File: src/rtl/calc1_req_driver_if.sv
// Host and calc1-facing signal bundle for calc1_req_driver.
// The master modport is the environment (host plus calc1 port); the slave modport is the driver.
interface calc1_req_driver_if;
    logic        op_valid;
    logic        op_ready;
    logic [3:0]  op_cmd;
    logic [31:0] op_data1;
    logic [31:0] op_data2;
    logic        rsp_valid;
    logic        rsp_ready;
    logic [1:0]  rsp_code;
    logic [31:0] rsp_data;
    logic [3:0]  req_cmd_out;
    logic [31:0] req_data_out;
    logic [1:0]  calc_resp;
    logic [31:0] calc_data;
    logic        stray_resp;
    logic [7:0]  ops_done;

    modport master (
        output op_valid, op_cmd, op_data1, op_data2, rsp_ready, calc_resp, calc_data,
        input  op_ready, rsp_valid, rsp_code, rsp_data, req_cmd_out, req_data_out,
               stray_resp, ops_done
    );

    modport slave (
        input  op_valid, op_cmd, op_data1, op_data2, rsp_ready, calc_resp, calc_data,
        output op_ready, rsp_valid, rsp_code, rsp_data, req_cmd_out, req_data_out,
               stray_resp, ops_done
    );
endinterface

File: src/rtl/calc1_req_driver.sv
// Queues host operations in a small FIFO and drives them one at a time into a calc1
// request port (command cycle, operand cycle, wait for response), returning one result per op.
module calc1_req_driver #(
    parameter int FIFO_DEPTH = 4,
    parameter int TIMEOUT    = 64
) (
    input  logic              c_clk,
    input  logic              reset,
    calc1_req_driver_if.slave bus
);

    localparam int PTR_W = (FIFO_DEPTH > 1) ? $clog2(FIFO_DEPTH) : 1;
    localparam int CNT_W = PTR_W + 1;
    localparam int TO_W  = (TIMEOUT > 1) ? $clog2(TIMEOUT) : 1;

    typedef enum logic [2:0] {
        S_IDLE,
        S_SEND1,
        S_SEND2,
        S_WAIT,
        S_DONE
    } state_t;

    typedef struct packed {
        logic [3:0]  cmd;
        logic [31:0] data1;
        logic [31:0] data2;
    } entry_t;

    function automatic logic cmd_ok(input logic [3:0] c);
        return (c == 4'd1) || (c == 4'd2) || (c == 4'd5) || (c == 4'd6);
    endfunction

    // ---------------- command FIFO ----------------
    entry_t             r_mem [FIFO_DEPTH];
    logic [PTR_W-1:0]   r_wr_ptr;
    logic [PTR_W-1:0]   r_rd_ptr;
    logic [CNT_W-1:0]   r_count;

    logic               w_full;
    logic               w_empty;
    logic               w_push;
    logic               w_pop;
    entry_t             w_head;
    entry_t             w_new;

    state_t             r_state;

    assign w_full  = (r_count == CNT_W'(FIFO_DEPTH));
    assign w_empty = (r_count == '0);
    assign w_push  = bus.op_valid && !w_full;
    assign w_pop   = (r_state == S_IDLE) && !w_empty;
    assign w_head  = r_mem[r_rd_ptr];
    assign w_new   = '{cmd: bus.op_cmd, data1: bus.op_data1, data2: bus.op_data2};

    // NOTE: FIFO storage is not reset; only the pointers and count define which entries are valid.
    always_ff @(posedge c_clk) begin
        if (w_push) begin
            r_mem[r_wr_ptr] <= w_new;
        end
    end

    // NOTE: sequential state always uses non-blocking assignments so every register samples pre-edge values.
    always_ff @(posedge c_clk or negedge reset) begin
        if (!reset) begin
            r_wr_ptr <= '0;
            r_rd_ptr <= '0;
            r_count  <= '0;
        end else begin
            if (w_push) begin
                r_wr_ptr <= r_wr_ptr + PTR_W'(1);
            end
            if (w_pop) begin
                r_rd_ptr <= r_rd_ptr + PTR_W'(1);
            end
            case ({w_push, w_pop})
                2'b10:   r_count <= r_count + CNT_W'(1);
                2'b01:   r_count <= r_count - CNT_W'(1);
                default: r_count <= r_count;
            endcase
        end
    end

    // ---------------- request FSM ----------------
    logic [31:0]        r_data2;
    logic [TO_W-1:0]    r_to_cnt;
    logic [3:0]         r_req_cmd;
    logic [31:0]        r_req_data;
    logic               r_rsp_valid;
    logic [1:0]         r_rsp_code;
    logic [31:0]        r_rsp_data;
    logic               r_stray;
    logic [7:0]         r_ops_done;

    always_ff @(posedge c_clk or negedge reset) begin
        if (!reset) begin
            r_state     <= S_IDLE;
            r_data2     <= '0;
            r_to_cnt    <= '0;
            r_req_cmd   <= '0;
            r_req_data  <= '0;
            r_rsp_valid <= 1'b0;
            r_rsp_code  <= '0;
            r_rsp_data  <= '0;
            r_stray     <= 1'b0;
            r_ops_done  <= '0;
        end else begin
            // calc1 only answers while we wait; anything else is logged and dropped
            if ((bus.calc_resp != 2'd0) && (r_state != S_WAIT)) begin
                r_stray <= 1'b1;
            end

            case (r_state)
                S_IDLE: begin
                    if (!w_empty) begin
                        r_data2 <= w_head.data2;
                        if (cmd_ok(w_head.cmd)) begin
                            r_req_cmd  <= w_head.cmd;
                            r_req_data <= w_head.data1;
                            r_state    <= S_SEND1;
                        end else begin
                            r_rsp_valid <= 1'b1;
                            r_rsp_code  <= 2'd2;
                            r_rsp_data  <= '0;
                            r_state     <= S_DONE;
                        end
                    end
                end

                S_SEND1: begin
                    r_req_cmd  <= '0;
                    r_req_data <= r_data2;
                    r_state    <= S_SEND2;
                end

                S_SEND2: begin
                    r_req_data <= '0;
                    r_to_cnt   <= '0;
                    r_state    <= S_WAIT;
                end

                S_WAIT: begin
                    // a response arriving on the last allowed cycle still beats the timeout
                    if (bus.calc_resp != 2'd0) begin
                        r_rsp_valid <= 1'b1;
                        r_rsp_code  <= bus.calc_resp;
                        r_rsp_data  <= bus.calc_data;
                        r_state     <= S_DONE;
                    end else if (r_to_cnt == TO_W'(TIMEOUT - 1)) begin
                        r_rsp_valid <= 1'b1;
                        r_rsp_code  <= 2'd3;
                        r_rsp_data  <= '0;
                        r_state     <= S_DONE;
                    end else begin
                        r_to_cnt <= r_to_cnt + TO_W'(1);
                    end
                end

                S_DONE: begin
                    if (bus.rsp_ready) begin
                        r_rsp_valid <= 1'b0;
                        r_rsp_code  <= '0;
                        r_rsp_data  <= '0;
                        if (r_ops_done != 8'hFF) begin
                            r_ops_done <= r_ops_done + 8'd1;
                        end
                        r_state <= S_IDLE;
                    end
                end

                default: r_state <= S_IDLE;
            endcase
        end
    end

    assign bus.op_ready     = !w_full;
    assign bus.rsp_valid    = r_rsp_valid;
    assign bus.rsp_code     = r_rsp_code;
    assign bus.rsp_data     = r_rsp_data;
    assign bus.req_cmd_out  = r_req_cmd;
    assign bus.req_data_out = r_req_data;
    assign bus.stray_resp   = r_stray;
    assign bus.ops_done     = r_ops_done;

endmodule
File: src/flat_wrapper.sv
// flat-port wrapper written by rule: the top's interface ports become plain ports
module calc1_req_driver_flat 
#(
    parameter int FIFO_DEPTH = 4,
    parameter int TIMEOUT    = 64
)
  (c_clk, reset, bus_op_valid, bus_op_cmd, bus_op_data1, bus_op_data2, bus_rsp_ready, bus_calc_resp, bus_calc_data, bus_op_ready, bus_rsp_valid, bus_rsp_code, bus_rsp_data, bus_req_cmd_out, bus_req_data_out, bus_stray_resp, bus_ops_done);
  calc1_req_driver_if bus_i ();
  input  logic c_clk;
  input  logic reset;
  input wire logic [$bits(bus_i.op_valid)-1:0] bus_op_valid;
  input wire logic [$bits(bus_i.op_cmd)-1:0] bus_op_cmd;
  input wire logic [$bits(bus_i.op_data1)-1:0] bus_op_data1;
  input wire logic [$bits(bus_i.op_data2)-1:0] bus_op_data2;
  input wire logic [$bits(bus_i.rsp_ready)-1:0] bus_rsp_ready;
  input wire logic [$bits(bus_i.calc_resp)-1:0] bus_calc_resp;
  input wire logic [$bits(bus_i.calc_data)-1:0] bus_calc_data;
  output wire logic [$bits(bus_i.op_ready)-1:0] bus_op_ready;
  output wire logic [$bits(bus_i.rsp_valid)-1:0] bus_rsp_valid;
  output wire logic [$bits(bus_i.rsp_code)-1:0] bus_rsp_code;
  output wire logic [$bits(bus_i.rsp_data)-1:0] bus_rsp_data;
  output wire logic [$bits(bus_i.req_cmd_out)-1:0] bus_req_cmd_out;
  output wire logic [$bits(bus_i.req_data_out)-1:0] bus_req_data_out;
  output wire logic [$bits(bus_i.stray_resp)-1:0] bus_stray_resp;
  output wire logic [$bits(bus_i.ops_done)-1:0] bus_ops_done;
  assign bus_i.op_valid = bus_op_valid;
  assign bus_i.op_cmd = bus_op_cmd;
  assign bus_i.op_data1 = bus_op_data1;
  assign bus_i.op_data2 = bus_op_data2;
  assign bus_i.rsp_ready = bus_rsp_ready;
  assign bus_i.calc_resp = bus_calc_resp;
  assign bus_i.calc_data = bus_calc_data;
  assign bus_op_ready = bus_i.op_ready;
  assign bus_rsp_valid = bus_i.rsp_valid;
  assign bus_rsp_code = bus_i.rsp_code;
  assign bus_rsp_data = bus_i.rsp_data;
  assign bus_req_cmd_out = bus_i.req_cmd_out;
  assign bus_req_data_out = bus_i.req_data_out;
  assign bus_stray_resp = bus_i.stray_resp;
  assign bus_ops_done = bus_i.ops_done;
  calc1_req_driver #(.FIFO_DEPTH(FIFO_DEPTH), .TIMEOUT(TIMEOUT)) u_core (.c_clk(c_clk), .reset(reset), .bus(bus_i));
endmodule
File: config.mk
export PLATFORM = sky130hd
export DESIGN_NAME = calc1_req_driver_flat
export DESIGN_NICKNAME = d
export VERILOG_FILES = /design/src/rtl/calc1_req_driver_if.sv /design/src/rtl/calc1_req_driver.sv /design/src/flat_wrapper.sv
export SDC_FILE = /design/constraint.sdc
export NUM_CORES = 1
export LEC_CHECK = 0
export CAP_MARGIN = 40
export CORE_MARGIN = 5
export CORE_UTILIZATION = 45
export DETAILED_ROUTE_END_ITERATION = 8
export GPL_ROUTABILITY_DRIVEN = 0
export GPL_TIMING_DRIVEN = 0
export PLACE_DENSITY = 0.67
export RECOVER_POWER = 100
export SYNTH_ARGS = -nofsm -noshare
export SYNTH_HDL_FRONTEND = slang
export SYNTH_SLANG_ARGS = --single-unit
File: constraint.sdc
create_clock -name c_clk -period 6.1 [get_ports c_clk]
set_clock_uncertainty 0.15 [all_clocks]
set_input_delay 1.22 -clock c_clk [delete_from_list [all_inputs] [get_ports c_clk]]
set_output_delay 1.22 -clock c_clk [all_outputs]
set_load 0.1 [all_outputs]
==> flow_metrics.env <==
export IMPL_clock_sinks=400
export IMPL_viasPerCell=5.376
export IMPL_power_density_nw_per_um2=543.4
export IMPL_cts_buffers=42
export IMPL_design_area_um2=19970
export IMPL_report_final_setup_viol=0
export IMPL_synth_area_leaders="edfxtp_1, dfrtp_1, mux4_2"
export IMPL_synthToLayoutAreaGrowth_pct=31.64
export IMPL_post_cts_buffers=0
export IMPL_hold_class="reg -> reg"
export IMPL_antenna_left=0
export IMPL_post_dp_hpwl_um=22420
export IMPL_rr_worst_depth=11
export IMPL_fmax_mhz=252.2
export IMPL_clkTransAtPathRegs_ps=60
export IMPL_root_buffer="clkbuf_16"
export IMPL_grtUsageTotal_pct=18.52
export IMPL_htree_num_levels=2
export IMPL_wl_met3_um=1964
export IMPL_drt_pass1_iter_count=4
export IMPL_p_leak_nw=7.373
export IMPL_synth_compound_area_share_pct=4.866
export IMPL_start_kind="flip-flop"
export IMPL_slew_headroom_pct=-81.32
export IMPL_nFillCells=2431
export IMPL_required_ps=4730
export IMPL_grt_first_pass_wirelength_um=54180
export IMPL_cts_resized=0
export IMPL_synth_top_area_cell="edfxtp_1"
export IMPL_synth_cells=747
export IMPL_peakVddDrop_mv=0.3946
export IMPL_worstPathArrival_ps=2600
export IMPL_critPathKind="reg -> out"
export IMPL_die_x_um=193.6
export IMPL_die_area_um2=37480
export IMPL_p_clk_share_pct=25.5
export IMPL_synth_area_um2=15170
export IMPL_grt_max_degree=86
export IMPL_die_height_um=193.6
export IMPL_crit_fanout=6
export IMPL_final_hold_viol_count=0
export IMPL_p_seq_share_pct=35.7
export IMPL_status="finished, violations left"
export IMPL_setup_tns_final_ps=0
export IMPL_cts_tree="yes"
export IMPL_tightest_slew_ps=2720
export IMPL_synthTopCellsByCount="edfxtp_1, dfrtp_1, mux4_2"
export IMPL_holdBufCountCts=0
export IMPL_cts_buffer_depth=3
export IMPL_worst_slack_ps=2134
export IMPL_crit_slowest_cell="clkbuf_1"
export IMPL_clock_latency_ps=540
export IMPL_p_switching_mw=3.841
export IMPL_synth_top_family_by_area="multiplexers"
export IMPL_n_antenna_cell=0
export IMPL_pwr_share_comb_pct=38.8
export IMPL_final_nets=1181
export IMPL_synth_avg_cell_area_um2=20.31
export IMPL_finalMaxSlewViolations=171
export IMPL_synth_cell_types=44
export IMPL_placed_cell_area_um2=19220
export IMPL_synthArstFlopShare_pct=32.00
export IMPL_synth_seq_area_share_pct=74.96
export IMPL_yosysWarnings=0
export IMPL_num_vias=8327
export IMPL_max_stage_delay_ps=870
export IMPL_drive_above_1_share_pct=21.34
export IMPL_whs_ps=306.4
export IMPL_yosysTopAreaCellShare_pct=53.84
export IMPL_io_buffers=186
export IMPL_wl_met1_um=14910
export IMPL_drc_errors=0
export IMPL_grt_setup_unrepaired="no"
export IMPL_synth_simple_area_share_pct=1.650
export IMPL_yosysMostFrequentCell="edfxtp_1"
export IMPL_synth_edf_count=272
export IMPL_synthMuxAreaShare_pct=15.25
export IMPL_synth_adder_area_share_pct=0.7093
export IMPL_synth_xor_area_share_pct=1.039
export IMPL_topRoutingLayerUsed="met5"
export IMPL_routed_wl_met2_um=16870
export IMPL_synth_fp_nets=861
export IMPL_min_period_over_period_pct=65.01
export IMPL_num_rows=67
export IMPL_grt_overflow_total=0
export IMPL_core_area_um2=33450
export IMPL_totalWireLength_um=34410
export IMPL_initialDrtViolationCount=645
export IMPL_swShare_pct=35.39
export IMPL_path_cells="inv_1 > nand3_1 > clkdlybuf4s50_1 > clkbuf_1"
export IMPL_p_int_mw=7.012
export IMPL_start_util_pct=45.35
export IMPL_max_cap_violations=5
export IMPL_worstSetupEndpointType="primary output"
export IMPL_antenna_found_initial=7
export IMPL_post_route_min_period_ps=3966
export IMPL_violations="max-capacitance violations, max-slew violations"
export IMPL_ys_seq_elements=400
export IMPL_wire_per_inst_um=22.21
export IMPL_place_ws_ps=2433
export IMPL_grt_pass1_vias=8993
export IMPL_ys_flop_type="edfxtp_1"
export IMPL_ioPinCount=187
export IMPL_hold_path_depth=1
==> per-stage QoR <==
stage / total power [mW] / instances / utilization (%)
2_1_floorplan: 6.885 / 747 / -
3_3_place_gp: 7.944 / 1381 / 52.59
3_5_place_dp: 8.616 / 1471 / 57.47
5_1_grt: 11.38 / 1549 / 59.70
4_1_cts: 11.42 / 1549 / 62.10
6_report: 10.85 / 1549 / 59.70
==> worst paths after layout <==
path                                             from                      to  slack [ps]
worst max-delay path                u_core.r_count[0]            bus_op_ready        2130
worst min-delay path            u_core.bus.stray_resp   u_core.bus.stray_resp         310
worst max register to register      u_core.r_state[1]       u_core.r_count[2]        2250
worst min register to register  u_core.bus.stray_resp   u_core.bus.stray_resp         310
max in group asynchronous                       reset       u_core.r_data2[4]        2850
min in group asynchronous                       reset  u_core.bus.ops_done[0]        1400
==> cell usage in the layout, fill, tap and decap left out, drive strengths merged, types with 2 or more instances in the layout <==
master / synthesis / layout
mux4: 68 / 68
nor2b: 2 / 2
edfxtp: 272 / 272
and2: 2 / 2
a32o: 3 / 3
and3: 9 / 9
a22o: 65 / 65
nand4: 3 / 3
clkbuf: 21 / 154
nor3b: 2 / 2
nor2: 9 / 9
buf: 20 / 34
o21ai: 6 / 6
clkinvlp: 0 / 3
xor2: 8 / 8
inv: 8 / 9
ha: 7 / 7
mux2i: 2 / 2
clkinv: 0 / 11
nand2: 12 / 12
clkdlybuf4s50: 0 / 97
nor3: 2 / 2
xnor2: 10 / 10
bufinv: 0 / 7
mux2: 67 / 67
a21oi: 3 / 3
dfrtp: 128 / 128
nand3: 2 / 2
dlygate4sd3: 0 / 88
==> critical path, delay by kind of cell (launching register included) <==
| family | cells | cell delay (ps) |
|---|---|---|
| simple gates | 1 | 200 |
| buf+inv | 3 | 1480 |
| flops | 1 | 390 |
==> area by class of cell <==
type	instances	area, µm²	area share, %
inverters	8	30.03	0.1504
flip-flops and latches	400	11370	56.94
multi-input cells	298	3548	17.77
clock inverters	22	325.3	1.629
well taps	448	560.5	2.807
repair buffers	276	2743	13.73
plain buffers	41	166.4	0.8333
clock buffers	56	1225	6.134
==> power by group through the flow <==
stage / Sequential, mW / Combinational, mW / Clock [mW]
2_1_floorplan: 4.89 / 1.99 / 0
3_3_place_gp: 3.94 / 4.00 / 0
3_5_place_dp: 3.92 / 4.70 / 0
4_1_cts: 3.87 / 4.72 / 2.83
5_1_grt: 3.93 / 4.49 / 2.95
6_report: 3.87 / 4.21 / 2.77
==> metal layers <==
layer,up-vias,track usage [%]
met5,-,0
met4,10,3.619
met2,262,30.66
met3,61,4.192
li1,3662,-
met1,4332,25.75
==> sequential cells by signal, summed over array words and instances, names as in the netlist, 3 cells and up <==
name and count:
u_core.r_mem 272, u_core.bus.req_data_out 32, u_core.bus.rsp_data 32, u_core.r_data2 32, u_core.bus.ops_done 8, u_core.r_to_cnt 6
u_core.bus.req_cmd_out 4, u_core.r_count 3, u_core.r_state 3
==> cell families after synthesis <==
family                     after synthesis
buffers and inverters                   49
AOI/OAI and AO/OA                       87
and+or+nand+nor                         48
muxes                                  137
adders and majority gates                8
DFF                                    400
xor gates and xnor gates                18
Power figures use the tool's default switching activity.
